==> src/rtl/hazard_ctrl_pkg.sv <==
`default_nettype none
// ============================================================================
// Module     : hazard_ctrl_pkg
// Description: Shared types for the pipeline hazard controller: register
//              select type, controller state encoding, stall-count type and
//              a saturating increment helper for the performance counters.
// Revision   : 1.0 - initial release
// ============================================================================
package hazard_ctrl_pkg;

    localparam int REGBITS = 5;
    typedef logic [REGBITS-1:0] regbits_t;

    typedef enum logic [1:0] {
        ST_RUN      = 2'd0,
        ST_LU_STALL = 2'd1,
        ST_MEM_WAIT = 2'd2
    } hazard_state_t;

    // Wide enough for a load latency of up to 7 bubble cycles.
    localparam int CNT_W = 3;
    typedef logic [CNT_W-1:0] lucnt_t;

    function automatic logic [31:0] sat_inc32(input logic [31:0] v);
        return (v == '1) ? v : v + 32'd1;
    endfunction

endpackage
`default_nettype wire

==> src/rtl/hazard_ctrl_if.sv <==
`default_nettype none
// ============================================================================
// Module     : hazard_ctrl_if
// Description: Bundle of pipeline status inputs and control outputs for
//              hazard_ctrl. The master side drives the EX/ID register selects,
//              forwarding-stage write info and memory/branch strobes; the
//              slave side (the controller) returns forwarding selects, latch
//              enables, flushes and performance counters.
// Revision   : 1.0 - initial release
// ============================================================================
interface hazard_ctrl_if #(
    parameter int REG_W   = 5,
    parameter int NUM_FWD = 2
);
    localparam int FWD_W = $clog2(NUM_FWD + 1);

    logic [REG_W-1:0]         ex_rs;
    logic [REG_W-1:0]         ex_rt;
    logic [REG_W-1:0]         id_rs;
    logic [REG_W-1:0]         id_rt;
    logic                     id_uses_rt;
    logic                     ex_memread;
    logic [REG_W-1:0]         ex_wsel;
    logic [NUM_FWD-1:0]       fwd_regwrite;
    logic [NUM_FWD*REG_W-1:0] fwd_wsel;
    logic                     ihit;
    logic                     dhit;
    logic                     dmem_req;
    logic                     branch_taken;

    logic [FWD_W-1:0]         fwd_a;
    logic [FWD_W-1:0]         fwd_b;
    logic                     pc_en;
    logic                     ifid_en;
    logic                     idex_en;
    logic                     exmem_en;
    logic                     memwb_en;
    logic                     ifid_flush;
    logic                     idex_flush;
    logic                     exmem_flush;
    logic [31:0]              stall_cnt;
    logic [31:0]              flush_cnt;

    modport master (
        output ex_rs, ex_rt, id_rs, id_rt, id_uses_rt, ex_memread, ex_wsel,
               fwd_regwrite, fwd_wsel, ihit, dhit, dmem_req, branch_taken,
        input  fwd_a, fwd_b, pc_en, ifid_en, idex_en, exmem_en, memwb_en,
               ifid_flush, idex_flush, exmem_flush, stall_cnt, flush_cnt
    );

    modport slave (
        input  ex_rs, ex_rt, id_rs, id_rt, id_uses_rt, ex_memread, ex_wsel,
               fwd_regwrite, fwd_wsel, ihit, dhit, dmem_req, branch_taken,
        output fwd_a, fwd_b, pc_en, ifid_en, idex_en, exmem_en, memwb_en,
               ifid_flush, idex_flush, exmem_flush, stall_cnt, flush_cnt
    );

endinterface
`default_nettype wire

==> src/rtl/hazard_ctrl_fwd_select.sv <==
`default_nettype none
// ============================================================================
// Module     : hazard_ctrl_fwd_select
// Description: Operand forwarding selector. Returns the index of the nearest
//              result stage that writes the requested register.
// Ports      : sel_i      - operand register select
//              regwrite_i - per-stage write enable
//              wsel_i     - per-stage destination, slice k is stage k
//              idx_o      - 0 = register file, k = stage k-1
// Revision   : 1.0 - initial release
// ============================================================================
module hazard_ctrl_fwd_select #(
    parameter int REG_W   = 5,
    parameter int NUM_FWD = 2,
    parameter int FWD_W   = 2
) (
    input  wire logic [REG_W-1:0]         sel_i,
    input  wire logic [NUM_FWD-1:0]       regwrite_i,
    input  wire logic [NUM_FWD*REG_W-1:0] wsel_i,
    output logic      [FWD_W-1:0]         idx_o
);

    // Scan from the farthest stage inward so the nearest match overwrites
    // any older one and ends up as the result.
    always_comb begin
        idx_o = '0;
        for (int k = NUM_FWD - 1; k >= 0; k--) begin
            if (regwrite_i[k] &&
                (wsel_i[k*REG_W +: REG_W] != '0) &&
                (wsel_i[k*REG_W +: REG_W] == sel_i)) begin
                idx_o = FWD_W'(k + 1);
            end
        end
    end

endmodule
`default_nettype wire

==> src/rtl/hazard_ctrl.sv <==
`default_nettype none
// ============================================================================
// Module     : hazard_ctrl
// Description: Pipeline hazard controller. Resolves A/B operand forwarding
//              across NUM_FWD result stages and drives latch enables and
//              flushes for load-use bubbles (LOAD_LAT cycles), memory-wait
//              freezes and taken-branch squashes. A branch seen during a
//              freeze is held and applied on the freeze release cycle.
// Ports      : CLK, RST (synchronous, active-high)
//              hz - hazard_ctrl_if.slave bundle (selects, strobes, enables,
//                   flushes, forwarding selects, performance counters)
// Config     : HAZARD_PERF_CNT_EN - build saturating stall/flush counters;
//              when undefined both counter outputs are tied to zero.
// Revision   : 1.0 - initial release
// ============================================================================
module hazard_ctrl
    import hazard_ctrl_pkg::*;
#(
    parameter int REG_W    = 5,
    parameter int NUM_FWD  = 2,
    parameter int LOAD_LAT = 1
) (
    input  wire logic   CLK,
    input  wire logic   RST,
    hazard_ctrl_if.slave hz
);

    localparam int     FWD_W     = $clog2(NUM_FWD + 1);
    localparam lucnt_t LU_RELOAD = lucnt_t'(LOAD_LAT - 1);

    hazard_state_t state_q, state_d;
    lucnt_t        cnt_q, cnt_d;
    logic          pend_q, pend_d;

    logic [FWD_W-1:0] fwd_a_w, fwd_b_w;
    logic pc_en_c, ifid_en_c, back_en_c;
    logic ifid_flush_c, idex_flush_c;
    logic freeze_w, load_use_w;

    hazard_ctrl_fwd_select #(.REG_W(REG_W), .NUM_FWD(NUM_FWD), .FWD_W(FWD_W)) u_fwd_a (
        .sel_i      (hz.ex_rs),
        .regwrite_i (hz.fwd_regwrite),
        .wsel_i     (hz.fwd_wsel),
        .idx_o      (fwd_a_w)
    );

    hazard_ctrl_fwd_select #(.REG_W(REG_W), .NUM_FWD(NUM_FWD), .FWD_W(FWD_W)) u_fwd_b (
        .sel_i      (hz.ex_rt),
        .regwrite_i (hz.fwd_regwrite),
        .wsel_i     (hz.fwd_wsel),
        .idx_o      (fwd_b_w)
    );

    assign freeze_w   = hz.dmem_req && !hz.dhit;
    assign load_use_w = hz.ex_memread && (hz.ex_wsel != '0) &&
                        ((hz.ex_wsel == hz.id_rs) ||
                         (hz.id_uses_rt && (hz.ex_wsel == hz.id_rt)));

    // back_en_c covers idex/exmem/memwb, which always move together.
    always_comb begin
        state_d      = state_q;
        cnt_d        = cnt_q;
        pend_d       = pend_q;
        pc_en_c      = 1'b1;
        ifid_en_c    = 1'b1;
        back_en_c    = 1'b1;
        ifid_flush_c = 1'b0;
        idex_flush_c = 1'b0;
        case (state_q)
            ST_RUN: begin
                if (freeze_w) begin
                    pc_en_c   = 1'b0;
                    ifid_en_c = 1'b0;
                    back_en_c = 1'b0;
                    state_d   = ST_MEM_WAIT;
                end else if (hz.branch_taken) begin
                    // Squash wins over a coincident load-use stall.
                    ifid_flush_c = 1'b1;
                    idex_flush_c = 1'b1;
                end else if (load_use_w) begin
                    pc_en_c      = 1'b0;
                    ifid_en_c    = 1'b0;
                    idex_flush_c = 1'b1;
                    if (LOAD_LAT > 1) begin
                        cnt_d   = LU_RELOAD;
                        state_d = ST_LU_STALL;
                    end
                end else if (!hz.ihit) begin
                    pc_en_c      = 1'b0;
                    ifid_flush_c = 1'b1;
                end
            end
            ST_LU_STALL: begin
                if (freeze_w) begin
                    // Remaining bubble count is preserved across the freeze.
                    pc_en_c   = 1'b0;
                    ifid_en_c = 1'b0;
                    back_en_c = 1'b0;
                    state_d   = ST_MEM_WAIT;
                end else begin
                    pc_en_c      = 1'b0;
                    ifid_en_c    = 1'b0;
                    idex_flush_c = 1'b1;
                    cnt_d        = cnt_q - lucnt_t'(1);
                    if (cnt_q == lucnt_t'(1)) begin
                        state_d = ST_RUN;
                    end
                end
            end
            ST_MEM_WAIT: begin
                pc_en_c   = 1'b0;
                ifid_en_c = 1'b0;
                back_en_c = 1'b0;
                if (hz.branch_taken) begin
                    pend_d = 1'b1;
                end
                if (hz.dhit) begin
                    ifid_flush_c = pend_q;
                    idex_flush_c = pend_q;
                    pend_d       = 1'b0;
                    state_d      = (cnt_q != '0) ? ST_LU_STALL : ST_RUN;
                end
            end
            default: begin
                state_d = ST_RUN;
            end
        endcase
    end

    always_ff @(posedge CLK) begin
        if (RST) begin
            state_q <= ST_RUN;
            cnt_q   <= '0;
            pend_q  <= 1'b0;
        end else begin
            state_q <= state_d;
            cnt_q   <= cnt_d;
            pend_q  <= pend_d;
        end
    end

    // Reset overrides every control output so the pipe is held and drained.
    assign hz.fwd_a       = RST ? '0   : fwd_a_w;
    assign hz.fwd_b       = RST ? '0   : fwd_b_w;
    assign hz.pc_en       = RST ? 1'b0 : pc_en_c;
    assign hz.ifid_en     = RST ? 1'b0 : ifid_en_c;
    assign hz.idex_en     = RST ? 1'b0 : back_en_c;
    assign hz.exmem_en    = RST ? 1'b0 : back_en_c;
    assign hz.memwb_en    = RST ? 1'b0 : back_en_c;
    assign hz.ifid_flush  = RST ? 1'b1 : ifid_flush_c;
    assign hz.idex_flush  = RST ? 1'b1 : idex_flush_c;
    assign hz.exmem_flush = RST;

`ifdef HAZARD_PERF_CNT_EN
    logic [31:0] stall_cnt_q, flush_cnt_q;

    always_ff @(posedge CLK) begin
        if (RST) begin
            stall_cnt_q <= '0;
            flush_cnt_q <= '0;
        end else begin
            if (!pc_en_c) begin
                stall_cnt_q <= sat_inc32(stall_cnt_q);
            end
            if (idex_flush_c) begin
                flush_cnt_q <= sat_inc32(flush_cnt_q);
            end
        end
    end

    assign hz.stall_cnt = stall_cnt_q;
    assign hz.flush_cnt = flush_cnt_q;
`else
    assign hz.stall_cnt = '0;
    assign hz.flush_cnt = '0;
`endif

endmodule
`default_nettype wire
==> src/flat_wrapper.sv <==
// flat-port wrapper written by rule: the top's interface ports become plain ports
module hazard_ctrl_flat import hazard_ctrl_pkg::*;
#(
    parameter int REG_W    = 5,
    parameter int NUM_FWD  = 2,
    parameter int LOAD_LAT = 1
)
  (CLK, RST, hz_ex_rs, hz_ex_rt, hz_id_rs, hz_id_rt, hz_id_uses_rt, hz_ex_memread, hz_ex_wsel, hz_fwd_regwrite, hz_fwd_wsel, hz_ihit, hz_dhit, hz_dmem_req, hz_branch_taken, hz_fwd_a, hz_fwd_b, hz_pc_en, hz_ifid_en, hz_idex_en, hz_exmem_en, hz_memwb_en, hz_ifid_flush, hz_idex_flush, hz_exmem_flush, hz_stall_cnt, hz_flush_cnt);
  hazard_ctrl_if #(.REG_W(REG_W), .NUM_FWD(NUM_FWD)) hz_i ();
  input  wire logic CLK;
  input  wire logic RST;
  input wire logic [$bits(hz_i.ex_rs)-1:0] hz_ex_rs;
  input wire logic [$bits(hz_i.ex_rt)-1:0] hz_ex_rt;
  input wire logic [$bits(hz_i.id_rs)-1:0] hz_id_rs;
  input wire logic [$bits(hz_i.id_rt)-1:0] hz_id_rt;
  input wire logic [$bits(hz_i.id_uses_rt)-1:0] hz_id_uses_rt;
  input wire logic [$bits(hz_i.ex_memread)-1:0] hz_ex_memread;
  input wire logic [$bits(hz_i.ex_wsel)-1:0] hz_ex_wsel;
  input wire logic [$bits(hz_i.fwd_regwrite)-1:0] hz_fwd_regwrite;
  input wire logic [$bits(hz_i.fwd_wsel)-1:0] hz_fwd_wsel;
  input wire logic [$bits(hz_i.ihit)-1:0] hz_ihit;
  input wire logic [$bits(hz_i.dhit)-1:0] hz_dhit;
  input wire logic [$bits(hz_i.dmem_req)-1:0] hz_dmem_req;
  input wire logic [$bits(hz_i.branch_taken)-1:0] hz_branch_taken;
  output wire logic [$bits(hz_i.fwd_a)-1:0] hz_fwd_a;
  output wire logic [$bits(hz_i.fwd_b)-1:0] hz_fwd_b;
  output wire logic [$bits(hz_i.pc_en)-1:0] hz_pc_en;
  output wire logic [$bits(hz_i.ifid_en)-1:0] hz_ifid_en;
  output wire logic [$bits(hz_i.idex_en)-1:0] hz_idex_en;
  output wire logic [$bits(hz_i.exmem_en)-1:0] hz_exmem_en;
  output wire logic [$bits(hz_i.memwb_en)-1:0] hz_memwb_en;
  output wire logic [$bits(hz_i.ifid_flush)-1:0] hz_ifid_flush;
  output wire logic [$bits(hz_i.idex_flush)-1:0] hz_idex_flush;
  output wire logic [$bits(hz_i.exmem_flush)-1:0] hz_exmem_flush;
  output wire logic [$bits(hz_i.stall_cnt)-1:0] hz_stall_cnt;
  output wire logic [$bits(hz_i.flush_cnt)-1:0] hz_flush_cnt;
  assign hz_i.ex_rs = hz_ex_rs;
  assign hz_i.ex_rt = hz_ex_rt;
  assign hz_i.id_rs = hz_id_rs;
  assign hz_i.id_rt = hz_id_rt;
  assign hz_i.id_uses_rt = hz_id_uses_rt;
  assign hz_i.ex_memread = hz_ex_memread;
  assign hz_i.ex_wsel = hz_ex_wsel;
  assign hz_i.fwd_regwrite = hz_fwd_regwrite;
  assign hz_i.fwd_wsel = hz_fwd_wsel;
  assign hz_i.ihit = hz_ihit;
  assign hz_i.dhit = hz_dhit;
  assign hz_i.dmem_req = hz_dmem_req;
  assign hz_i.branch_taken = hz_branch_taken;
  assign hz_fwd_a = hz_i.fwd_a;
  assign hz_fwd_b = hz_i.fwd_b;
  assign hz_pc_en = hz_i.pc_en;
  assign hz_ifid_en = hz_i.ifid_en;
  assign hz_idex_en = hz_i.idex_en;
  assign hz_exmem_en = hz_i.exmem_en;
  assign hz_memwb_en = hz_i.memwb_en;
  assign hz_ifid_flush = hz_i.ifid_flush;
  assign hz_idex_flush = hz_i.idex_flush;
  assign hz_exmem_flush = hz_i.exmem_flush;
  assign hz_stall_cnt = hz_i.stall_cnt;
  assign hz_flush_cnt = hz_i.flush_cnt;
  hazard_ctrl #(.REG_W(REG_W), .NUM_FWD(NUM_FWD), .LOAD_LAT(LOAD_LAT)) u_core (.CLK(CLK), .RST(RST), .hz(hz_i));
endmodule
==> config.mk <==
export PLATFORM = sky130hd
export DESIGN_NAME = hazard_ctrl_flat
export DESIGN_NICKNAME = d
export VERILOG_FILES = /design/src/rtl/hazard_ctrl_pkg.sv /design/src/rtl/hazard_ctrl_if.sv /design/src/rtl/hazard_ctrl_fwd_select.sv /design/src/rtl/hazard_ctrl.sv /design/src/flat_wrapper.sv
export SDC_FILE = /design/constraint.sdc
export NUM_CORES = 1
export LEC_CHECK = 0
export BUFFER_PORTS_ARGS = -buffer_cell sky130_fd_sc_hd__buf_2
export CORE_MARGIN = 1
export CORE_UTILIZATION = 36
export DETAILED_ROUTE_END_ITERATION = 8
export PLACE_DENSITY = 0.88
export SLEW_MARGIN = 30
export SYNTH_ARGS = -nofsm -noshare
export SYNTH_HDL_FRONTEND = slang
export SYNTH_SLANG_ARGS = --single-unit
export TNS_END_PERCENT = 5
==> constraint.sdc <==
create_clock -name CLK -period 1.75 [get_ports CLK]
set_clock_uncertainty 0.1 [all_clocks]
set_input_delay 0.175 -clock CLK [delete_from_list [all_inputs] [get_ports CLK]]
set_output_delay 0.175 -clock CLK [all_outputs]
set_load 0.05 [all_outputs]
Word-level counts from Yosys, hierarchy flattened. Cells that the tools add are included.

Mux-type cells: 40. Reduce and logical (&&, ||, !) cells: 23. Bitwise operators: 1. Equal/unequal tests: 12. Add/subtract/negate cells: 1.

Operators with widths (count): $eq A5 B5 Y1 (6); $mux W1 (24); $mux W2 (10); $reduce_bool A5 Y1 (3); $logic_and A1 B1 Y1 (10); $pmux W1 S2 (4); $pmux W2 S3 (1); $reduce_and A2 Y1 (2); $reduce_or A2 Y1 (2); $eq A3 B1 Y1 const B (1); $ne A3 B1 Y1 const B (1); $pmux W1 S3 (1); $reduce_and A3 Y1 (1); $reduce_bool A3 Y1 (1); $sub A3 B1 Y3 const B (1); $eq A2 B1 Y1 const B (1); $eq A2 B2 Y1 const B (1); $logic_not A2 Y1 (1); $ne A2 B1 Y1 const B (1); $ne A2 B2 Y1 const B (1); $reduce_bool A2 Y1 (1); $logic_not A1 Y1 (1); $logic_or A1 B1 Y1 (1); $not A1 Y1 (1).

Word-level logic and storage cells: 80. Output and inout bits: 76. Bits in registers: 6. Input bits: 45.

Depth between registers and ports, before layout.
Word-level depth: 9. Gate-level depth with buffers: 6.

Hierarchy. A second synthesis with hierarchy kept.

Cells, all modules: 189. Area total of the unflattened synthesis: 1448.9 µm².

Modules (own cells, without submodules): hazard_ctrl (cells each 149, area each 1146.1 µm², times used 1); hazard_ctrl_fwd_select (cells each 20, area each 151.4 µm², times used 2).

Worst setup path before layout. OpenSTA, ideal clock, no wires.

Path kind: input to output. Start: in hz_ex_wsel[1]. End: out hz_ifid_en. Setup slack: -0.686 ns. Data arrival time: 2.161 ns. Stages on the path: 4. Required time: 1.475 ns. Path buffers: 0. Path through: or4_1 > o21ai_1 > nor2_1 > a211oi_1.

Cells in the longest elaborated chain, start to end: 9. Elaborated cells between the ends (all ways): 12.

Ends and longest elaborated chain: start, declared (RTL line flat_wrapper.sv:18) `input wire logic [$bits(hz_i.ex_wsel)-1:0] hz_ex_wsel;`; $eq A5 B5 Y1 (RTL line hazard_ctrl.sv:57) `(hz.id_uses_rt && (hz.ex_wsel == hz.id_rt)));`; $logic_and A1 B1 Y1 (RTL line hazard_ctrl.sv:57); $logic_or A1 B1 Y1 (RTL line hazard_ctrl.sv:56) `((hz.ex_wsel == hz.id_rs) ||`; $logic_and A1 B1 Y1 (*) (RTL line hazard_ctrl.sv:55) `assign load_use_w = hz.ex_memread && (hz.ex_wsel != '0) &&`; $mux W1 (*) (RTL line hazard_ctrl.sv:80) `end else if (load_use_w) begin`; $mux W1 (*) (RTL line hazard_ctrl.sv:76) `end else if (hz.branch_taken) begin`; $mux W1 (*) (RTL line hazard_ctrl.sv:71) `if (freeze_w) begin`; $pmux W1 S2 (*) (RTL line hazard_ctrl.sv:69) `case (state_q)`; $mux W1 (*) (RTL line hazard_ctrl.sv:146) `assign hz.ifid_en = RST ? 1'b0 : ifid_en_c;`; end, declared (RTL line flat_wrapper.sv:28) `output wire logic [$bits(hz_i.ifid_en)-1:0] hz_ifid_en;`.

Mark *: on every way between the ends. The rest lies on a longest branch, timed or not.

Worst setup path in the final report.
Start: reg u_core.state_q[1]. End: out hz_idex_flush.

Cells in the longest elaborated chain, start to end: 3. Elaborated cells between the ends (all ways): 5.

Ends and longest elaborated chain: start, declared (RTL line hazard_ctrl.sv:31) `hazard_state_t state_q, state_d;`; start signal, assigned (RTL line hazard_ctrl.sv:136) `state_q <= state_d;`; $eq A2 B2 Y1, or another cell as far along (RTL line hazard_ctrl.sv:69); $pmux W1 S3 (*) (RTL line hazard_ctrl.sv:69); $mux W1 (*) (RTL line hazard_ctrl.sv:151) `assign hz.idex_flush = RST ? 1'b1 : idex_flush_c;`; end, declared (RTL line flat_wrapper.sv:33) `output wire logic [$bits(hz_i.idex_flush)-1:0] hz_idex_flush;`.

Marks and branches as above.

==> metrics.md <==
| Metric | Value |
|---|---|
| Outcome | complete, but fails checks |
| Failing checks | setup timing |
| Largest delay share family, worst path | compound AO/OA/AOI/OAI gates |
| Setup tns final | -0.691 ns |
| Final HPWL DP | roughly 2.8 mm |
| Iteration-0 DRC Markers | 43 |
| Post-Synthesis Cell Area | 1440 sq um |
| Setup WS post-layout | -0.200 ns |
| Vias in the first global route | 1239 |
| VDD IR max | about 280 uV |
| Top_reg_cell synth | dfxtp_1 |
| Chip width | 65.3 um |
| Initial antenna violation count | 0 |
| Commonest non-fill, non-tap cell in the layout | conb_1 |
| Lkg Pwr | 0.934 nW |
| Cell Chain, Critical Path | buf_6 -> ha_4 -> a31o_4 -> a21o_2 -> o2bb2ai_2 -> a21o_1 -> buf_6 |
| Tmin final | 1.95 ns |
| First-pass GRT wire length | 5.19 mm |
| Hold Fails Final Rpt | 0 |
| Crit Path Max Fanout | 3 |
| Fraction of registers with async set/reset | 0% |
| DR WL/cell | 10.9 um |
| Register area share after synthesis | 8.32% |
| CP most frequent cell | buf_6 |
| DIE AREA | 4270 sq um |
| Synth unique cells | 38 |
| Hold WC Path Type | primary input to register |
| Gate power share | 67.9% |
| Commonest cells after routing, fill and taps aside | 64 x conb_1, 49 x buf_2, 25 x buf_4, 21 x xnor2_1, 11 x xor2_1 |
| Pin count of the biggest net entering global routing | 15 |
| Clock power frac | a little under a fifth |
| Clock Latency Late Sink | 0.23 ns |
| Core area | 3740 sq um |
| Pwr Density | approximately 600 nW/um^2 |
| Critical path class | register to output port |
| Type of element launching the critical path | register |
| Slew Limit Fails | 0 |
| WHS | 0.0940 ns |
| Req. time, crit path | between 1 and 1.5 ns |
| TritonCTS Buffers | 3 |
| Post-Route WL | ~3.4 mm |
| Buf/Inv on CP | 2 |
| DP Area | 1710 sq um |
| CTS tree | done |
| Antenna viol nets, final | 0 |
| Total power | 1.17 mW |
| I/O pins | 121 |
| DR vias | around 1300 |
| Port Buffer Count | 56 |
| #FFs+latches synth | 6 |
| Clock buffer depth | 2 |
| Gr usage total | approximately 16% |
| Crit-path max cell delay | 0.33 ns |
| Synth warn | 0 |
| Clock root cell | clkbuf_8 |
| Post-Place Cells | 308 |
| Layout cell share with drive strength beyond 1 | 41.7% |
| Max Freq | approximately 510 MHz |
| CTS Hold Bufs | 0 |
| Post-route insts no fill | about 310 |
| EDFF count, synth | 0 |
| Diode count | 0 |
| Cells after synthesis | roughly 190 |
| Vias per Instance | 4.26 |
| Slowest CP cell | dfxtp_2 |
| Switching Fraction | between 50% and 60% |
| Max-Cap Viols | 0 |
| Crit. End Element | output port |
| Area growth from synthesis to layout | 30.8% |
| Final worst path period share | 111% |
| Internal Power | 0.520 mW |
| Net Switching | 0.646 mW |
| Sink Count | 6 |
| CTS clk-pin slew, worst paths | 0.04 ns |
| Synth Area per Inst | 7.72 sq um |
| Final non-filler cell area | 1890 sq um |
| H-tree depth | 1 |
| Nets@finish | 318 |
| Residual DRC | 0 |
| TritonRoute pass-1 iters | 4 |
| WP data arrival | 1.68 ns |
| Unrepaired setup endpoints after global routing | yes |
| FILL cells | 380 |
| Power share of the sequential group | between 10% and 20% |
| Row cnt | 22 |
| Initial Utilization | 38.6% |
| Total gr overflow | 0 |
| Gpl congestion | 0.778 |
| Final setup viols | 8 |
| Die height | 65.3 um |
-- state kept, by name, summed over array words and instances (netlist names) --
| signal | count |
|---|---|
| u_core.pend_q | 1 |
| u_core.state_q | 2 |
| u_core.cnt_q | 3 |
-- synthesized netlist by cell type (2+ instances only) --
cell	count	area [sq um]
a211oi_1	3	22.5
a21oi_1	7	35.0
a31oi_1	2	12.5
buf_4	67	503
dfxtp_1	6	120
ha_1	7	87.6
inv_1	5	18.8
nand2_1	7	26.3
nand2b_1	5	31.3
nand3_1	4	20.0
nor2_1	6	22.5
nor3_1	3	15.0
nor4_1	2	12.5
nor4_2	2	25.0
o21ai_0	2	10.0
o21ai_1	2	10.0
or4_1	6	45.0
xnor2_1	21	184
xor2_1	11	96.3
-- layout make-up --
type / instances / area, sq um / share of cell area (%)
tap: 48 / 60.1 / 3.18
sequential: 6 / 123 / 6.49
timing repair buffer: 80 / 500 / 26.5
clock buffer: 3 / 41.3 / 2.19
multi-input combinational: 170 / 1140 / 60.5
inverter: 5 / 21.3 / 1.13
-- through the flow --
stage	worst slack (ns)	util (%)
6_report	-0.200	50.4
5_1_grt	-0.228	50.4
4_1_cts	-0.180	49.3
3_5_place_dp	-0.233	45.6
3_3_place_gp	-0.208	45.6
2_1_floorplan	-0.460	-
-- cell families after synthesis --
| kind of cell | synth area share, % |
|---|---|
| AOI/OAI and AO/OA | 10.8 |
| xor gates and xnor gates | 19.4 |
| adders and majority gates | 6.07 |
| buffers and inverters | 37.2 |
| DFF | 8.32 |
| other | 0.260 |
| and+or+nand+nor | 17.9 |
-- routing by layer --
metal	track usage [%]	vias to the layer above	wire length (um)	part of all wire [%]
met5	0	-	0	0
met4	5.71	0	35	1.0
met3	2.08	3	218	6.4
met2	33.1	70	1930	57
met1	15.1	607	1200	35
li1	-	649	-	-
-- worst reg2reg max path: cells and delay by family (launching register included) --
kind,cells,cell delay [ns]
compound gates,2,0.38
buf+inv,2,0.26
flops,1,0.33
fa+ha+maj,1,0.15
simple gates,1,0.49
-- final timing paths --
path	start	to	slack, ns	depth (start not counted)
max reg2reg	u_core.state_q[1]	u_core.state_q[1]	-0.05	6
min reg2reg	u_core.cnt_q[1]	u_core.cnt_q[1]	0.44	2
min	hz_dhit	u_core.pend_q	0.09	2
max	u_core.state_q[1]	hz_idex_flush	-0.20	7
-- power groups by stage --
| stage | registers (mW) | logic [mW] | clock network [mW] |
|---|---|---|---|
| floorplan | 0.152 | 0.666 | 0 |
| global placement | 0.149 | 0.715 | 0 |
| detailed placement | 0.150 | 0.728 | 0 |
| CTS | 0.151 | 0.776 | 0.224 |
| global route | 0.152 | 0.835 | 0.234 |
| finish | 0.151 | 0.791 | 0.223 |
-- what timing repair did --
| action | CTS | global route |
|---|---|---|
| gates cloned | 0 | 0 |
| gates resized for setup | 26 | 9 |
| setup buffers | 0 | 1 |
| endpoints found under the setup margin | 8 | 9 |
| pin swaps | 5 | 6 |
Power figures use the tool's default switching activity.
